### src/rtl/vga_scan_reader.sv
// VGA 640x480@60 scan-out for a 320x240x3 framebuffer, each stored pixel shown as a 2x2 block.
// Pin outputs lag the h/v counters by two pixel ticks: address stage, then colour/sync stage.
module vga_scan_reader #(
  parameter int H_VIS  = 640,
  parameter int H_FP   = 16,
  parameter int H_SYNC = 96,
  parameter int H_BP   = 48,
  parameter int V_VIS  = 480,
  parameter int V_FP   = 10,
  parameter int V_SYNC = 2,
  parameter int V_BP   = 33,
  parameter int FB_W   = 320
) (
  input  logic        clock,
  input  logic        reset,
  output logic [16:0] rd_addr,
  input  logic [2:0]  rd_data,
  output logic        VGA_CLK,
  output logic        VGA_HS,
  output logic        VGA_VS,
  output logic        VGA_BLANK_N,
  output logic        VGA_SYNC_N,
  output logic [9:0]  VGA_R,
  output logic [9:0]  VGA_G,
  output logic [9:0]  VGA_B,
  output logic        frame_start,
  output logic        vblank
);

  localparam logic [9:0] H_VIS_C    = 10'(H_VIS);
  localparam logic [9:0] H_SSTART_C = 10'(H_VIS + H_FP);
  localparam logic [9:0] H_SEND_C   = 10'(H_VIS + H_FP + H_SYNC);
  localparam logic [9:0] H_LAST_C   = 10'(H_VIS + H_FP + H_SYNC + H_BP - 1);
  localparam logic [9:0] V_VIS_C    = 10'(V_VIS);
  localparam logic [9:0] V_SSTART_C = 10'(V_VIS + V_FP);
  localparam logic [9:0] V_SEND_C   = 10'(V_VIS + V_FP + V_SYNC);
  localparam logic [9:0] V_LAST_C   = 10'(V_VIS + V_FP + V_SYNC + V_BP - 1);
  localparam logic [8:0] FB_W_C     = 9'(FB_W);

  logic        r_phase;
  logic [9:0]  r_h;
  logic [9:0]  r_v;
  logic [16:0] r_rdAddr;
  logic        r_hs1;
  logic        r_vs1;
  logic        r_vis1;
  logic        r_hsOut;
  logic        r_vsOut;
  logic        r_blankN;
  logic [9:0]  r_red;
  logic [9:0]  r_green;
  logic [9:0]  r_blue;
  logic        r_frameStart;

  logic        w_pixEn;
  logic        w_hWrap;
  logic        w_vWrap;
  logic        w_vis0;
  logic [8:0]  w_col;
  logic [16:0] w_row;
  logic [16:0] w_addr;
  logic        w_hs0;
  logic        w_vs0;

  assign w_pixEn = r_phase;
  assign w_hWrap = (r_h == H_LAST_C);
  assign w_vWrap = (r_v == V_LAST_C);
  assign w_col   = r_h[9:1];

  // The column guard keeps a wide visible area from spilling into the next framebuffer row.
  assign w_vis0  = (r_h < H_VIS_C) && (r_v < V_VIS_C) && (w_col < FB_W_C);

  // Row base is (v/2)*320 built from two shifts instead of a multiplier.
  assign w_row   = ({8'd0, r_v[9:1]} << 8) + ({8'd0, r_v[9:1]} << 6);
  assign w_addr  = w_row + {8'd0, w_col};

  assign w_hs0   = !((r_h >= H_SSTART_C) && (r_h < H_SEND_C));
  assign w_vs0   = !((r_v >= V_SSTART_C) && (r_v < V_SEND_C));

  always_ff @(posedge clock) begin
    if (reset) begin
      r_phase      <= 1'b0;
      r_h          <= 10'd0;
      r_v          <= 10'd0;
      r_rdAddr     <= 17'd0;
      r_hs1        <= 1'b1;
      r_vs1        <= 1'b1;
      r_vis1       <= 1'b0;
      r_hsOut      <= 1'b1;
      r_vsOut      <= 1'b1;
      r_blankN     <= 1'b0;
      r_red        <= 10'd0;
      r_green      <= 10'd0;
      r_blue       <= 10'd0;
      r_frameStart <= 1'b0;
    end else begin
      r_phase      <= ~r_phase;
      r_frameStart <= 1'b0;
      if (w_pixEn) begin
        if (w_hWrap) begin
          r_h <= 10'd0;
          r_v <= w_vWrap ? 10'd0 : r_v + 10'd1;
        end else begin
          r_h <= r_h + 10'd1;
        end

        r_rdAddr <= w_vis0 ? w_addr : 17'd0;
        r_hs1    <= w_hs0;
        r_vs1    <= w_vs0;
        r_vis1   <= w_vis0;

        // rd_data has had a full clock to settle since the address moved one tick ago.
        r_hsOut  <= r_hs1;
        r_vsOut  <= r_vs1;
        r_blankN <= r_vis1;
        r_red    <= (r_vis1 && rd_data[2]) ? 10'h3FF : 10'h000;
        r_green  <= (r_vis1 && rd_data[1]) ? 10'h3FF : 10'h000;
        r_blue   <= (r_vis1 && rd_data[0]) ? 10'h3FF : 10'h000;

        r_frameStart <= w_hWrap && w_vWrap;
      end
    end
  end

  assign rd_addr     = r_rdAddr;
  assign VGA_CLK     = r_phase;
  assign VGA_HS      = r_hsOut;
  assign VGA_VS      = r_vsOut;
  assign VGA_BLANK_N = r_blankN;
  assign VGA_SYNC_N  = 1'b0;
  assign VGA_R       = r_red;
  assign VGA_G       = r_green;
  assign VGA_B       = r_blue;
  assign frame_start = r_frameStart;
  assign vblank      = (r_v >= V_VIS_C);

endmodule

### config.mk
export PLATFORM = sky130hd
export DESIGN_NAME = vga_scan_reader
export DESIGN_NICKNAME = d
export VERILOG_FILES = /design/src/rtl/vga_scan_reader.sv
export SDC_FILE = /design/constraint.sdc
export NUM_CORES = 1
export LEC_CHECK = 0
export BUFFER_PORTS_ARGS = -buffer_cell sky130_fd_sc_hd__buf_2
export CORE_ASPECT_RATIO = 0.7
export CORE_MARGIN = 4
export CORE_UTILIZATION = 54
export CTS_CLUSTER_DIAMETER = 40
export DETAILED_ROUTE_END_ITERATION = 12
export GPL_TIMING_DRIVEN = 0
export HOLD_SLACK_MARGIN = 0.03
export PLACE_DENSITY = 0.79
export SLEW_MARGIN = 20
export SYNTH_ARGS = -nofsm -noshare
export SYNTH_HDL_FRONTEND = slang
export SYNTH_SLANG_ARGS = --single-unit
### constraint.sdc
create_clock -name clock -period 2.6 [get_ports clock]
set_input_delay 0.39 -clock clock [delete_from_list [all_inputs] [get_ports clock]]
set_output_delay 0.39 -clock clock [all_outputs]
set_load 0.02 [all_outputs]
==> flow_summary.toml, run 1 <==
[status]
outcome = "finished clean"

[critical_path]
critical_path_peak_fanout = 5
cp-start-kind = "flop"
cp_slowest_cell = "fa_1"
ff2ff_path_depth = 8
reg2reg_setup_slack_ns = 0.11
critical_path.max_stage_delay_ns = 0.56
cp.required_ns = 2.79
critPathLaunch = "r_h[9]"
timing.setup.critical_path_class = "reg -> reg"
crit_path_end_kind = "flop"
reg2reg_from = "r_h[9]"
r2r-end = "rd_addr[15]"
crit_arrival_ns = 2.69
critical_path.cell_chain = "inv_1 -> fa_1 -> inv_1 -> fa_2 -> a211o_1 -> o211ai_1 -> a2111o_1 -> o211ai_1"
crit_path_end = "rd_addr[15]"

[synth]
ys_seq_area_share_pct = 35.7
yosys_most_used_dff = "dfxtp_1"
netlist_area_sq_um = 2690
postSynthCellCount = 298
synthArstFlopShare_pct = 0
yosysWarnings = 0
avgSynthCellArea_sq_um = 9.02
syn_nets = 327
synth_edf_count = 0
yosys_register_bits = 48
ys_types = 48

[sta]
slew_violations = 0
tightest_slew_ns = 0.548
max_freq_mhz = 401
min_period_ns = 2.49
max-slew-margin-rel_pct = 63.5
rsz0062_at_grt = "no"
worst_slack_ns = 0.107
fin_crit_sh_pct = 95.9
hold_viol = 0
setup_viol = 0
fin_skew_ns = 0.00908
hold_slack_ns = 0.363

[die]
fp.dieW_um = 92.3
die_h_um = 67.0
row_count = 21
coreArea_sq_um = 4810
ios = 59
start_util_pct = 55.9
die_area_sq_um = 6190

[power_and_ir_drop]
powerDensity_nw_per_um2 = 438
power.leakage_uw = 0.00156
p_seq_share_pct = 54.0
p_int_uw = 1070
sw_frac_of_total_pct = 23.4
comb_power_share_pct = 7.6
ir_drop_uv = 241
p_clk_share_pct = 38.4
p_switching_uw = 326

[cells_and_area]
layout_commonest_cell = "buf_2"
nets = 391
layout-drive-gt1-share_pct = 28.7
n_antenna_cell = 0
mostFrequentLayoutCells = "buf_2, dfxtp_1, buf_4"
largest_reg_flops = 17
syn2layout_area_growth_pct = 18.4

[place]
io_buffers = 56
dpl_worst_slack_ns = -0.0812
place.gp.congestion = 0.890
place_hpwl_um = 4590

[grt]
gr-usage-all-layers_pct = 19.6
grt_pass1_vias = 1963
grt_max_degree = 15
grt_pass1_wl_um = 9440
antenna_found_initial = 0
grt-ovfl-total = 0

[clock_network]
clk_latency_ns = 0.30
cts_tree = "yes"
numCtsBuffers = 5
clock-sinks = 48
cts_root_buf = "clkbuf_8"
ctsLongestPathBuffers = 2
htreeDepth = 2
clkSlewWorstSetupHoldPaths_ns = 0.09

[route]
ant_nets = 0
wire_per_inst_um = 14.2
via_per_inst = 5.34
vias = 2309
firstDrtPassIters = 4
routed_wl_um = 6120
drcViolationCount = 0
initialDrtViolationCount = 149

[min_path]
worst_hold_path_type = "in -> reg"

[flow_run]
maxCapViolCount = 0
[power by group through the flow]
| stage | sequential, uW | combinational (uW) | clock (uW) |
|---|---|---|---|
| 2_1_floorplan | 775 | 68.1 | 0 |
| 3_3_place_gp | 770 | 105 | 0 |
| 3_5_place_dp | 770 | 106 | 0 |
| 4_1_cts | 753 | 107 | 543 |
| 5_1_grt | 754 | 115 | 572 |
| 6_report | 752 | 106 | 536 |
[what timing repair did]
item / in CTS / in global routing
endpoints found under the setup margin: 3 / 3
buffers inserted: 0 / 1
hold buffers: 0 / 0
pin swaps: 0 / 2
gates resized for setup: 1 / 4
[how the worst min path moves through the flow]
| stage | start | to | slack (ns) | depth (start not counted) |
|---|---|---|---|---|
| after floorplan | r_vs1 | VGA_VS | 0.43 | 1 |
| after global placement | rd_addr[14] | rd_addr[14] | 0.43 | 2 |
| after detailed placement | rd_addr[12] | rd_addr[12] | 0.44 | 2 |
| after CTS | rd_data[0] | VGA_B[8] | 0.36 | 3 |
| after global routing | rd_data[0] | VGA_B[8] | 0.36 | 3 |
| final | rd_data[2] | VGA_R[8] | 0.36 | 3 |
[through the flow]
step / power [uW] / area [sq um] / TNS, ns / instances / util (%)
after global routing: 1440 / 3180 / 0 / 432 / 66.2
after global placement: 875 / 3060 / -0.0460 / 423 / 63.5
after CTS: 1400 / 3160 / 0 / 431 / 65.8
after detailed placement: 877 / 3060 / -0.228 / 423 / 63.5
after floorplan: 844 / 2690 / 0 / 298 / -
final: 1390 / 3180 / 0 / 432 / 66.2
[cell families (layout without fill, tap and decap cells)]
| group | after synthesis | in the layout | synth area share, % |
|---|---|---|---|
| AND/OR/NAND/NOR | 98 | 98 | 19.1 |
| AO/OA/AOI/OAI | 61 | 61 | 16.2 |
| buffers and inverters | 50 | 115 | 11.7 |
| flip-flops | 48 | 48 | 35.7 |
| adder cells (fa/ha/maj) | 24 | 24 | 11.7 |
| XOR/XNOR | 14 | 14 | 4.56 |
| multiplexers | 2 | 2 | 0.745 |
| other | 1 | 1 | 0.139 |
[Yosys cell counts (2+ instances only)]
cell type	count	share of area (%)
dfxtp_1	48	36
buf_4	30	8.4
nor2_1	24	3.4
ha_1	22	10
nand2_1	22	3.1
a21oi_1	16	3.0
inv_1	10	1.4
nand3_1	9	1.7
o21ai_0	9	1.7
a22o_1	8	2.6
clkbuf_1	8	1.1
xnor2_1	7	2.3
xor2_1	7	2.3
nand4_1	6	1.4
a211o_1	5	1.6
or4_1	5	1.4
nor2b_1	4	0.93
nor3_1	4	0.74
nor4_1	4	0.93
o211ai_1	4	1.1
or3_1	4	0.93
a2111o_1	3	1.3
a21o_1	3	0.84
and3_1	3	0.70
nand2b_1	3	0.70
o31ai_1	3	0.84
buf_6	2	0.84
fa_1	2	1.5
mux2i_1	2	0.74
nand4b_1	2	0.65
o21a_1	2	0.56
[area by class of cell]
cell class,count,area (sq um)
clock inverters,2,35.0
plain buffers,40,278
flip-flops and latches,48,966
fillers,406,1630
clock buffers,6,72.6
well taps,69,86.3
multi-input cells,200,1420
repair buffers,57,288
inverters,10,37.5
[routing by layer]
layer / GRT usage (%) / part of all wire (%) / up-vias
met1: 27.6 / 48 / 1069
met5: 0 / 0 / -
met2: 30.1 / 45 / 68
li1: - / - / 1163
met4: 5.56 / 1.2 / 0
met3: 4.18 / 6.0 / 9
[worst max-delay path, delay by kind of cell, from the launching register on]
kind,cells,cell delay [ns]
buffers and inverters,2,0.18
adder cells (fa/ha/maj),2,0.98
AO/OA/AOI/OAI,4,0.84
flip-flops,1,0.38
(Power assumes the default switching activity.)
==> run 2: changes to the inputs <==
--- a/config.mk
+++ b/config.mk
@@ -6,14 +6,17 @@
 export NUM_CORES = 1
 export LEC_CHECK = 0
 export BUFFER_PORTS_ARGS = -buffer_cell sky130_fd_sc_hd__buf_2
-export CORE_ASPECT_RATIO = 0.7
+export CELL_PAD_IN_SITES_DETAIL_PLACEMENT = 1
+export CELL_PAD_IN_SITES_GLOBAL_PLACEMENT = 2
+export CORE_ASPECT_RATIO = 1.2
 export CORE_MARGIN = 4
-export CORE_UTILIZATION = 54
+export CORE_UTILIZATION = 32
 export CTS_CLUSTER_DIAMETER = 40
 export DETAILED_ROUTE_END_ITERATION = 12
 export GPL_TIMING_DRIVEN = 0
 export HOLD_SLACK_MARGIN = 0.03
-export PLACE_DENSITY = 0.79
+export PLACE_DENSITY_LB_ADDON = 0.1
+export SKIP_CTS_REPAIR_TIMING = 1
 export SLEW_MARGIN = 20
 export SYNTH_ARGS = -nofsm -noshare
 export SYNTH_HDL_FRONTEND = slang
==> run 2 against run 1 <==
Worst hold slack worse by 0.0037 ns. Clock power rose by 4.7%. Critical path depth unchanged. Sequential power barely moved. Flip-flop and latch count did not move. Combinational power about the same. Largest power group unchanged.
==> flow_summary.toml, run 2 (synthesis gave the netlist of run 1 again) <==
[status]
outcome = "finished clean"

[power_and_ir_drop]
fin_total_pwr_uw = 1420
ir_drop_uv = 209
power.leakage_uw = 0.00156
powerDensity_nw_per_um2 = 438

[route]
routed_wl_um = 6960
ant_nets = 0
vias = 2259
drcViolationCount = 0
via_per_inst = 4.74
firstDrtPassIters = 4
wire_per_inst_um = 14.6
initialDrtViolationCount = 59

[sta]
fin_crit_sh_pct = 94.8
min_period_ns = 2.47
max_freq_mhz = 406
slew_violations = 0
max-slew-margin-rel_pct = 54.1
setup_viol = 0
fin_skew_ns = 0.0108
tightest_slew_ns = 0.683
hold_viol = 0
rsz0062_at_grt = "no"

[cells_and_area]
nFillCells = 954
n_antenna_cell = 0
largest_reg_flops = 17
instances_no_fill = 477
layout-drive-gt1-share_pct = 29.2
mostFrequentLayoutCells = "buf_2, dfxtp_1, buf_4"
layout_commonest_cell = "buf_2"
nets = 391
syn2layout_area_growth_pct = 20.8
register_area_sq_um = 967
multiInputGateArea_sq_um = 1420

[min_path]
worst_hold_path_type = "in -> reg"
hold_start = "rd_data[0]"
hold_depth = 3
min_to = "VGA_B[8]"

[die]
die_area_sq_um = 9940
row_count = 36
fp.dieW_um = 91.7
coreArea_sq_um = 8150
ios = 59
start_util_pct = 33.0
die_h_um = 108

[critical_path]
crit_top_cell = "inv_1"
reg2reg_setup_slack_ns = 0.13
cp-start-kind = "flop"
cp.required_ns = 2.80
critical_path_peak_fanout = 4
timing.setup.critical_path_class = "reg -> reg"
crit_path_end_kind = "flop"
cp_slowest_cell = "fa_1"
ff2ff_path_depth = 8
critical_path.max_stage_delay_ns = 0.54
reg2reg_from = "r_h[9]"
crit_arrival_ns = 2.66
r2r-end = "rd_addr[16]"
critical_path.cell_chain = "inv_1 -> fa_1 -> inv_1 -> ha_1 -> a211o_1 -> a211oi_2 -> nor4_1 -> a221o_1"

[clock_network]
htreeDepth = 2
ctsLongestPathBuffers = 2
clock-sinks = 48
numCtsBuffers = 5
clk_latency_ns = 0.30
cts_tree = "yes"
clkSlewWorstSetupHoldPaths_ns = 0.09
cts_root_buf = "clkbuf_8"

[grt]
gr-usage-all-layers_pct = 14.7
grt_pass1_vias = 2375
antenna_found_initial = 0
grt_pass1_wl_um = 11900
grt-ovfl-total = 0
grt_max_degree = 17

[flow_run]
maxCapViolCount = 0

[place]
place_inst = 468
place.gp.congestion = 0.751
io_buffers = 56
place_hpwl_um = 5380
[run 2: changes by cell type in the layout (fill, tap and decap cells not counted), sizes merged]
cell and change:
clkbuf -1, clkinv +1
[run 2: worst max path at each step]
stage                     startpoint           to  slack (ns)  depth (start not counted)
after floorplan               r_v[1]  rd_addr[16]        0.23                          8
after global placement        r_v[1]  rd_addr[16]       -0.06                          8
after detailed placement      r_v[1]  rd_addr[16]       -0.04                          8
after CTS                     r_v[1]  rd_addr[16]       -0.08                          8
after global routing          r_h[9]  rd_addr[16]        0.01                          8
final                         r_h[9]  rd_addr[16]        0.13                          8
[run 2: layout make-up]
type | count | share of cell area (%)
plain buffers | 40 | 8.55
repair buffers | 57 | 8.86
clock inverters | 3 | 1.46
multi-input cells | 200 | 43.7
inverters | 10 | 1.16
flip-flops and latches | 48 | 29.8
clock buffers | 5 | 2.12
well taps | 114 | 4.39
[run 2: report_power, final]
part           switching (uW)  internal (uW)
logic                    68.9           39.8
clock network             271            290
registers                9.82            743
total                     349           1070
[run 2: stage by stage]
stage / setup slack, ns / hold WS, ns / instance area, sq um / TNS, ns / util, %
after floorplan: 0.235 / 0.434 / 2690 / 0 / -
after global routing: 0.0148 / 0.360 / 3250 / 0 / 39.9
final: 0.134 / 0.359 / 3250 / 0 / 39.9
after detailed placement: -0.0374 / 0.438 / 3110 / -0.0374 / 38.2
after CTS: -0.0844 / 0.345 / 3230 / -0.0999 / 39.6
after global placement: -0.0629 / 0.434 / 3110 / -0.0629 / 38.2
[run 2: critical path, delay by kind of cell, from the launching register on]
family / cells / cell delay (ns)
buffers and inverters: 2 / 0.16
adder cells (fa/ha/maj): 2 / 0.85
AND/OR/NAND/NOR: 1 / 0.11
AO/OA/AOI/OAI: 3 / 0.87
flip-flops: 1 / 0.37
[run 2: metal layers]
metal | share of wire, % | track usage [%] | vias to the layer above
met5 | 0 | 0 | -
met4 | 0.79 | 2.91 | 0
met3 | 3.1 | 2.30 | 5
met2 | 49 | 26.3 | 35
met1 | 47 | 18.6 | 1060
li1 | - | - | 1159
